**src/rtl/clk_div_pkg.sv**
```systemverilog
// Shared constants and helpers for the programmable clock divider.
// Optional phase-align feature is enabled with `define CLKDIV_SYNC_EN.
package clk_div_pkg;

  localparam int DIV_W_DEF = 16;

  function automatic int ch_w(input int n);
    return (n > 1) ? $clog2(n) : 1;
  endfunction

endpackage

```
**src/rtl/prog_clk_div_if.sv**
```systemverilog
// Config and output bundle of prog_clk_div.
// The sync signal exists only when CLKDIV_SYNC_EN is defined.
interface prog_clk_div_if #(
  parameter int NCH   = 4,
  parameter int DIV_W = 16
);
  import clk_div_pkg::*;

  localparam int CH_W = ch_w(NCH);

  logic             cfg_wr;
  logic [CH_W-1:0]  cfg_ch;
  logic [DIV_W-1:0] cfg_div;
  logic [NCH-1:0]   cfg_pend;
  logic [NCH-1:0]   clk_out;
  logic [NCH-1:0]   tick;
`ifdef CLKDIV_SYNC_EN
  logic             sync;
`endif

  modport master (
    output cfg_wr, cfg_ch, cfg_div,
`ifdef CLKDIV_SYNC_EN
    output sync,
`endif
    input  cfg_pend, clk_out, tick
  );

  modport slave (
    input  cfg_wr, cfg_ch, cfg_div,
`ifdef CLKDIV_SYNC_EN
    input  sync,
`endif
    output cfg_pend, clk_out, tick
  );

endinterface

```
**src/rtl/clk_div_chan.sv**
```systemverilog
// One divider channel: counter, pending divisor, registered outputs.
// With CLKDIV_SYNC_EN, sync forces a wrap on a running channel.
module clk_div_chan #(
  parameter int DIV_W   = 16,
  parameter int DEF_DIV = 16
) (
  input  logic             clk,
  input  logic             rst_n,
  input  logic             wr,
  input  logic [DIV_W-1:0] wdiv,
`ifdef CLKDIV_SYNC_EN
  input  logic             sync,
`endif
  output logic             pend,
  output logic             clk_out,
  output logic             tick
);

  typedef struct packed {
    logic [DIV_W-1:0] cur_div;
    logic [DIV_W-1:0] pend_div;
    logic             pend_vld;
    logic [DIV_W-1:0] cnt;
  } st_t;

  localparam logic [DIV_W-1:0] ONE = DIV_W'(1);

  st_t              st;
  logic [DIV_W-1:0] nd;
  logic [DIV_W-1:0] nc;
  logic [DIV_W-1:0] hi_len;
  logic             apply;
  logic             force_wrap;

  always_comb begin
    force_wrap = 1'b0;
`ifdef CLKDIV_SYNC_EN
    force_wrap = sync;
`endif
    nd    = st.cur_div;
    nc    = st.cnt;
    apply = 1'b0;
    // a stopped channel picks up its pending divisor immediately
    if (st.cur_div == '0) begin
      nc    = '0;
      apply = st.pend_vld;
    end else if (force_wrap || st.cnt == st.cur_div - ONE) begin
      nc    = '0;
      apply = st.pend_vld;
    end else begin
      nc = st.cnt + ONE;
    end
    if (apply) nd = st.pend_div;
    hi_len = nd - (nd >> 1);
  end

  always_ff @(posedge clk or negedge rst_n) begin
    if (!rst_n) begin
      st.cur_div  <= DIV_W'(DEF_DIV);
      st.cnt      <= DIV_W'(DEF_DIV - 1);
      st.pend_div <= '0;
      st.pend_vld <= 1'b0;
      clk_out     <= 1'b0;
      tick        <= 1'b0;
    end else begin
      st.cur_div <= nd;
      st.cnt     <= nc;
      // a write on the apply edge becomes pending for the next boundary
      if (wr) begin
        st.pend_div <= wdiv;
        st.pend_vld <= 1'b1;
      end else if (apply) begin
        st.pend_vld <= 1'b0;
      end
      tick    <= (nd != '0) && (nc == '0);
      clk_out <= (nd != '0) && (nc < hi_len);
    end
  end

  assign pend = st.pend_vld;

endmodule

```
**src/rtl/prog_clk_div.sv**
```systemverilog
// Multi-channel programmable clock/enable divider.
// Define CLKDIV_SYNC_EN to add the sync phase-align input.
module prog_clk_div
  import clk_div_pkg::*;
#(
  parameter int NCH     = 4,
  parameter int DIV_W   = DIV_W_DEF,
  parameter int DEF_DIV = 16
) (
  input logic          clk,
  input logic          rst_n,
  prog_clk_div_if.slave bus
);

  localparam int CH_W = ch_w(NCH);

  logic [NCH-1:0] pend;
  logic [NCH-1:0] clk_o;
  logic [NCH-1:0] tck;

  for (genvar g = 0; g < NCH; g++) begin : g_ch
    logic wr;
    assign wr = bus.cfg_wr && (bus.cfg_ch == CH_W'(g));

    clk_div_chan #(
      .DIV_W   (DIV_W),
      .DEF_DIV (DEF_DIV)
    ) u_chan (
      .clk     (clk),
      .rst_n   (rst_n),
      .wr      (wr),
      .wdiv    (bus.cfg_div),
`ifdef CLKDIV_SYNC_EN
      .sync    (bus.sync),
`endif
      .pend    (pend[g]),
      .clk_out (clk_o[g]),
      .tick    (tck[g])
    );
  end

  assign bus.cfg_pend = pend;
  assign bus.clk_out  = clk_o;
  assign bus.tick     = tck;

endmodule
```
**src/flat_wrapper.sv**
```systemverilog
// flat-port wrapper written by rule: the top's interface ports become plain ports
module prog_clk_div_flat import clk_div_pkg::*;
#(
  parameter int NCH     = 4,
  parameter int DIV_W   = DIV_W_DEF,
  parameter int DEF_DIV = 16
)
  (clk, rst_n, bus_cfg_wr, bus_cfg_ch, bus_cfg_div, bus_cfg_pend, bus_clk_out, bus_tick);
  prog_clk_div_if #(.NCH(NCH), .DIV_W(DIV_W)) bus_i ();
  input logic clk;
  input logic rst_n;
  input wire logic [$bits(bus_i.cfg_wr)-1:0] bus_cfg_wr;
  input wire logic [$bits(bus_i.cfg_ch)-1:0] bus_cfg_ch;
  input wire logic [$bits(bus_i.cfg_div)-1:0] bus_cfg_div;
  output wire logic [$bits(bus_i.cfg_pend)-1:0] bus_cfg_pend;
  output wire logic [$bits(bus_i.clk_out)-1:0] bus_clk_out;
  output wire logic [$bits(bus_i.tick)-1:0] bus_tick;
  assign bus_i.cfg_wr = bus_cfg_wr;
  assign bus_i.cfg_ch = bus_cfg_ch;
  assign bus_i.cfg_div = bus_cfg_div;
  assign bus_cfg_pend = bus_i.cfg_pend;
  assign bus_clk_out = bus_i.clk_out;
  assign bus_tick = bus_i.tick;
  prog_clk_div #(.NCH(NCH), .DIV_W(DIV_W), .DEF_DIV(DEF_DIV)) u_core (.clk(clk), .rst_n(rst_n), .bus(bus_i));
endmodule
```
**config.mk**
```make
export PLATFORM = sky130hd
export DESIGN_NAME = prog_clk_div_flat
export DESIGN_NICKNAME = d
export VERILOG_FILES = /design/src/rtl/clk_div_pkg.sv /design/src/rtl/prog_clk_div_if.sv /design/src/rtl/clk_div_chan.sv /design/src/rtl/prog_clk_div.sv /design/src/flat_wrapper.sv
export SDC_FILE = /design/constraint.sdc
export NUM_CORES = 1
export LEC_CHECK = 0
export BUFFER_PORTS_ARGS = -buffer_cell sky130_fd_sc_hd__clkbuf_2
export CAP_MARGIN = 5
export CORE_AREA = 10 10 171 173
export CTS_BUF_LIST = sky130_fd_sc_hd__clkbuf_16
export DETAILED_ROUTE_END_ITERATION = 6
export DIE_AREA = 0 0 181 183
export MAX_ROUTING_LAYER = met4
export PLACE_DENSITY = 0.91
export SYNTH_ARGS = -nofsm -noshare
export SYNTH_HDL_FRONTEND = slang
export SYNTH_HIERARCHICAL = 1
export SYNTH_SLANG_ARGS = --single-unit
```
**constraint.sdc**
```tcl
create_clock -name clk -period 9.7 [get_ports clk]
set_clock_uncertainty 0.15 [all_clocks]
set_input_delay 0.485 -clock clk [delete_from_list [all_inputs] [get_ports clk]]
set_output_delay 0.485 -clock clk [all_outputs]
set_load 0.01 [all_outputs]
```
==> metrics.yaml, run 1 <==
status: "finished, final reports clean"
routed_via_density: 6.54
ys_warn_count: 6
avgSynthCellArea_um2: 9.27
layout_common_cells: "dfrtp_1 (184), nor2_1 (144), ha_1 (136)"
rrSetupSlack_ns: 1.79
max_cap_violations: 0
rsz0062_at_grt: "no"
final_cells: 2101
dr.pass1.iters: 6
crit_required_ns: 9.94
route.detailed.drc: 0
relSlewSlack_pct: 35.4
crit_buf_inv: 0
grt_pass1_wl_um: 70100
placedCellCount: 2058
grt_max_degree: 88
antenna_found_initial: 1
hold_class: "in2reg"
synth_edf_count: 0
powerDensity_nw_per_um2: 390
fin_crit_ns: 7.91
yosys.area.top_type_share_pct: 27.8
syn2layout_area_growth_pct: 5.86
cp_slowest_cell: "a21oi_4"
max_stage_delay_ns: 0.74
setup_viol: 0
hpwl_um: 30500
fin_area_um2: 17500
cp.depth: 25
synthArstFlopShare_pct: 100
yosys.cell_types.count: 112
dpl-instance-area_um2: 16700
die-area_um2: 33100
gr-usage-all-layers_pct: 25.4
crit_family: "compound AO/OA/AOI/OAI gates"
period_share_pct: 81.5
crit_type: "reg2reg"
cp-end-kind: "flop"
io_buffers: 32
routed-via-count: 13700
yosysTopAreaCell: "dfrtp_1"
hold_violations: 0
nets: 1910
root_buffer: "clkbuf_16"
finalSetupTns_ns: 0
routabilityCongestion: 0.953
grt_pass1_vias: 13900
wirelength_um: 41600
ff2ff_path_depth: 25
syn-cell-area_um2: 16500
overflow: 0
row_count: 59
synth_cells: 1784
layout_commonest_cell: "dfrtp_1"
post_cts_buffers: 0
cts_buffers: 23
cts_resized: 0
max_freq_ghz: 0.126
drive_gt1_share_pct: 13.1
io_pins: 33
synth_nets: 1945
peakVddDrop_mv: 0.326
die_w_um: 181
worst_pin_slew_ns: 0.968
initial_core_util_pct: 64.2
initialDrtViolationCount: 1504
yosysSeqAreaShare_pct: 31.0
antenna_left: 0
worstPathArrival_ns: 8.14
die_y_um: 183
cts_tree: "done"
min_path_cells: 3
worstSetupStartpointType: "flop"
clock_path_buffers: 3
crit_top_cell: "a21oi_1"
cp_max_fo: 26
synthTopCellsByArea: "dfrtp_1 (28%), ha_1 (10%), xnor2_1 (5.8%), mux2_2 (5.6%), xor2_1 (3.7%)"
core_area_um2: 25800
diodes: 0
cts.sink_count: 204
cts_max_level: 1
worstSkewPairLatency_ns: 0.54
clk_pin_slew_ns: 0.07
ys_ff_latch: 204
wire_per_inst_um: 19.8
slew_violations: 0
synth_flop_cell: "dfrtp_1"
p_leak_nw: 8.03
-- worst min-delay path, stage by stage --
cell      delay, ns
clkbuf_2       0.17
nand2_1        0.07
o21ai_0        0.07
-- power by group --
group	internal, mW	switching [mW]	total (mW)
Clock	0.543	0.377	0.920
Sequential	1.12	0.469	1.59
Combinational	1.87	2.44	4.31
-- cells in the mapped netlist (10+ instances only) --
library cell / instances
nand2_1: 77
mux2_2: 82
ha_1: 136
nand2b_1: 21
a31oi_1: 30
o21ai_0: 59
or3_1: 17
a21oi_1: 67
dfstp_2: 20
nor4_1: 19
xor2_1: 70
nand3_1: 60
a21o_1: 27
and3_1: 44
nor3b_1: 10
a211oi_1: 12
dfrtp_1: 184
nor3_1: 67
clkbuf_1: 71
mux2i_1: 46
nand4_1: 32
xnor2_1: 110
inv_1: 102
and2_1: 11
nor2b_1: 24
a2111oi_0: 12
nor2_1: 144
-- worst paths after layout --
check	startpoint	endpoint
max in group asynchronous	rst_n	u_core/g_ch[2].u_chan/st[39]
hold reg to reg	u_core/g_ch[2].u_chan/st[29]	u_core/g_ch[2].u_chan/st[29]
hold / removal	bus_cfg_div[5]	u_core/g_ch[0].u_chan/st[22]
setup / recovery	u_core/g_ch[2].u_chan/st[36]	u_core/g_ch[2].u_chan/clk_out
min in group asynchronous	rst_n	u_core/g_ch[1].u_chan/st[21]
setup reg to reg	u_core/g_ch[2].u_chan/st[36]	u_core/g_ch[2].u_chan/clk_out
-- sequential cells by signal, indices dropped and copies added (netlist names) --
register	flops
u_core/g_ch.u_chan/st	192
u_core/g_ch.u_chan/pend	4
u_core/g_ch.u_chan/tick	4
u_core/g_ch.u_chan/clk_out	4
-- through the flow --
| step | util [%] | power (mW) | worst slack (ns) | hold slack (ns) |
|---|---|---|---|---|
| 2_1_floorplan | - | 4.81 | 2.68 | 0.0394 |
| 3_3_place_gp | 64.9 | 5.60 | 2.22 | 0.344 |
| 3_5_place_dp | 64.9 | 5.77 | 2.04 | 0.348 |
| 4_1_cts | 68.0 | 6.76 | 1.94 | 0.109 |
| 5_1_grt | 68.0 | 7.43 | 1.19 | 0.139 |
| 6_report | 68.0 | 6.82 | 1.79 | 0.139 |
-- final cells by class --
class | instances | area (um2)
clock buffer | 23 | 576
clock inverter | 19 | 210
fill | 1934 | 8260
inverter | 102 | 383
multi-input combinational | 1382 | 10600
sequential | 204 | 5130
tap | 335 | 419
timing repair buffer | 36 | 201
-- cells by family after synthesis --
group           synth area share (%)
flops                           31.0
mux                             8.90
simple gates                    19.5
buf+inv                         4.96
fa+ha+maj                       10.9
xor+xnor                        9.67
compound gates                  15.0
-- routing by layer --
layer,vias to the layer above,global-route usage [%],wire (um)
li1,6389,-,-
met1,6620,31.8,17700
met2,586,41.9,19900
met3,140,3.82,2660
met4,0,8.14,1370
met5,-,-,0
-- repair_timing --
item / CTS / global route
endpoints found under the hold margin: 75 / 0
endpoints found under the setup margin: 0 / 0
hold buffers: 1 / 0
Note: power is estimated with default switching activity, not from simulation.
==> run 2: changes to the inputs <==
CORE_AREA = 10 10 179 181   (was 10 10 171 173)
DIE_AREA = 0 0 189 191   (was 0 0 181 183)
PLACE_DENSITY = 0.88   (was 0.91)
clock period = 6.75 ns   (was 9.7 ns; I/O delays follow)
==> run 2 against run 1 <==
Compared with the run above: wire length rose by 2.6%; non-clock buffer count rose by 52; first-iteration DRC count fell by 20%; register-to-register slack got worse by 1.6 ns; final cell count rose by 4.9%; combinational power rose by 54%; design area rose by 2.9%; maximum frequency rose by 21%; hold slack got worse by 0.12 ns; clock power rose by 33%; total power rose by 48%; via count rose by 0.86%; critical path type unchanged; critical endpoint unchanged; largest power group unchanged.
==> metrics.yaml, run 2 (same netlist as run 1, synthesis figures left out) <==
status: "finished, final reports clean"  # unchanged
gr-usage-all-layers_pct: 23.4  # was 25.4%
setup_viol: 0  # unchanged
worstPathArrival_ns: 6.79  # was 8.14 ns
hold_violations: 0  # unchanged
antenna_found_initial: 0  # was 1
die_w_um: 189  # was 181 um
antenna_left: 0  # unchanged
multi_input_area_um2: 10700  # was 10600 um2
wire_per_inst_um: 19.4  # was 19.8 um
routed-via-count: 13900  # was 13.7k
route.detailed.drc: 0  # unchanged
overflow: 0  # unchanged
initial_core_util_pct: 58.1  # was 64.2%
worstSetupStartpointType: "flop"  # unchanged
peakVddDrop_mv: 0.445  # was 0.326 mV
die-area_um2: 36100  # was 33100 um2
routed_via_density: 6.29  # was 6.54
min_path_cells: 2  # was 3
grt_pass1_wl_um: 68900  # was 70100 um
root_buffer: "clkbuf_16"  # unchanged
layout_commonest_cell: "dfrtp_1"  # unchanged
row_count: 62  # was 59
cts_tree: "done"  # unchanged
diodes: 0  # unchanged
core_area_um2: 28500  # was 25800 um2
whs_ns: 0.0151  # was 0.139 ns
clock_path_buffers: 3  # unchanged
cts.sink_count: 204  # unchanged
fin_crit_ns: 6.52  # was 7.91 ns
top_register: "u_core/g_ch.u_chan/st"  # unchanged
layout_common_cells: "dfrtp_1 (183), nor2_1 (144), ha_1 (135)"  # was dfrtp_1 (184), nor2_1 (144), ha_1 (136)
crit_type: "reg2reg"  # unchanged
crit_required_ns: 7.02  # was 9.94 ns
clk_pin_slew_ns: 0.06  # was 0.07 ns
period_share_pct: 96.5  # was 81.5%
rrSetupSlack_ns: 0.23  # was 1.79 ns
drive_gt1_share_pct: 16.2  # was 13.1%
syn2layout_area_growth_pct: 8.96  # was 5.86%
initialDrtViolationCount: 1207  # was 1504
n_fill_cell: 2248  # was 1934
hpwl_um: 31600  # was 30500 um
cts_buffers: 24  # was 23
max_freq_ghz: 0.153  # was 0.126 GHz
grt_max_degree: 82  # was 88
cp_max_fo: 9  # was 26
pre_cts_ws_ns: 0.0128  # was 2.04 ns
ff_latch_area_um2: 5130  # about the same
powerDensity_nw_per_um2: 560  # was 390 nW/um2
cts_max_level: 1  # unchanged
worstHoldEndpoint: "u_core/g_ch[3].u_chan/st[28]"  # was u_core/g_ch[0].u_chan/st[22]
die_y_um: 191  # was 183 um
io_buffers: 32  # unchanged
r2r_start: "u_core/g_ch[2].u_chan/st[37]"  # was u_core/g_ch[2].u_chan/st[36]
dr.pass1.iters: 6  # unchanged
hold_class: "in2reg"  # unchanged
largest_register_ffs: 192  # unchanged
p_leak_nw: 8.29  # was 8.03 nW
ff2ff_path_depth: 25  # unchanged
worst_pin_slew_ns: 1.04  # was 0.968 ns
worstHoldStart: "bus_cfg_div[11]"  # was bus_cfg_div[5]
worstSkewPairLatency_ns: 0.55  # was 0.54 ns
slew_violations: 0  # unchanged
max_cap_violations: 0  # unchanged
routabilityCongestion: 0.995  # was 0.953
io_pins: 33  # unchanged
wirelength_um: 42700  # was 41600 um
relSlewSlack_pct: 30.7  # was 35.4%
grt_pass1_vias: 13600  # was 13.9k
regToRegEndpoint: "u_core/g_ch[2].u_chan/clk_out"  # unchanged
setup_slack_ns: 0.235  # was 1.79 ns
cp-end-kind: "flop"  # unchanged
nets: 1963  # was 1910
## run 2: cell types whose count changed in the layout (fill, tap and decap cells not counted), moves of 4 or more
cell / previous run / this run
buf_4: 3 / 51
o21ai_0: 59 / 51
inv_1: 102 / 108
a2111oi_0: 12 / 8
a21oi_1: 67 / 63
o21ai_1: 3 / 8
dlygate4sd3_1: 1 / 5
## run 2: metal layers
layer,track usage (%),wire (um),up-vias
li1,-,-,6497
met1,29.0,18300,6731
met2,38.6,20600,510
met3,3.21,2510,115
met4,8.27,1320,0
met5,-,0,-
## run 2: stage by stage
stage	cells	utilization, %	TNS (ns)	area [um2]	power, mW
finish	2204	63.3	0	18000	10.1
global route	2204	63.3	-0.0426	18000	10.9
CTS	2187	62.5	0	17800	9.75
detailed placement	2137	59.7	0	17000	8.45
global placement	2137	59.7	0	17000	8.17
floorplan	1784	-	0	16500	6.92
## run 2: worst max-delay path: stages (launching register included)
cell       delay [ns]
dfstp_2          0.42
or4_4            0.52
or4_1            0.52
a21oi_1          0.20
o32ai_1          0.12
or4_4            0.56
a21oi_4          0.23
nor2_1           0.06
a21o_1           0.19
ha_1             0.22
fa_1             0.38
or3b_2           0.47
a22o_1           0.19
mux2_2           0.30
o21ai_4          0.21
a31oi_2          0.15
xnor2_1          0.15
ha_1             0.29
a21o_1           0.16
a21oi_1          0.14
nor2b_1          0.06
o21ai_1          0.11
nand2b_1         0.06
a21oi_1          0.14
nor2b_1          0.07
a2111oi_2        0.32
## run 2: cell type report
cell class,instances,area share (%)
repair buffers,88,3.34
multi-input cells,1382,59.3
well taps,384,2.67
clock inverters,19,0.576
clock buffers,25,3.47
flip-flops and latches,204,28.5
inverters,102,2.12
## run 2: worst max path at each step
stage,startpoint,end,slack (ns),cells past startpoint
floorplan,u_core/g_ch[2].u_chan/st[37],u_core/g_ch[2].u_chan/clk_out,0.03,27
global placement,u_core/g_ch[0].u_chan/st[33],u_core/g_ch[0].u_chan/clk_out,0.15,31
detailed placement,u_core/g_ch[0].u_chan/st[33],u_core/g_ch[0].u_chan/clk_out,0.01,31
CTS,u_core/g_ch[0].u_chan/st[33],u_core/g_ch[0].u_chan/clk_out,0.01,32
global route,u_core/g_ch[2].u_chan/st[37],u_core/g_ch[2].u_chan/clk_out,-0.02,25
finish,u_core/g_ch[2].u_chan/st[37],u_core/g_ch[2].u_chan/clk_out,0.23,25
## run 2: power by group
| group | leakage, nW | internal (mW) | switching (mW) |
|---|---|---|---|
| Clock | 0.385 | 0.701 | 0.523 |
| Combinational | 5.39 | 2.92 | 3.69 |
| Sequential | 2.52 | 1.62 | 0.625 |
## run 2: timing repair
action	in CTS	in global routing
hold endpoints to repair	55	0
pin swaps	1	10
resized for setup	0	34
setup buffers	1	17
setup endpoints to repair	1	4
hold buffers	5	0
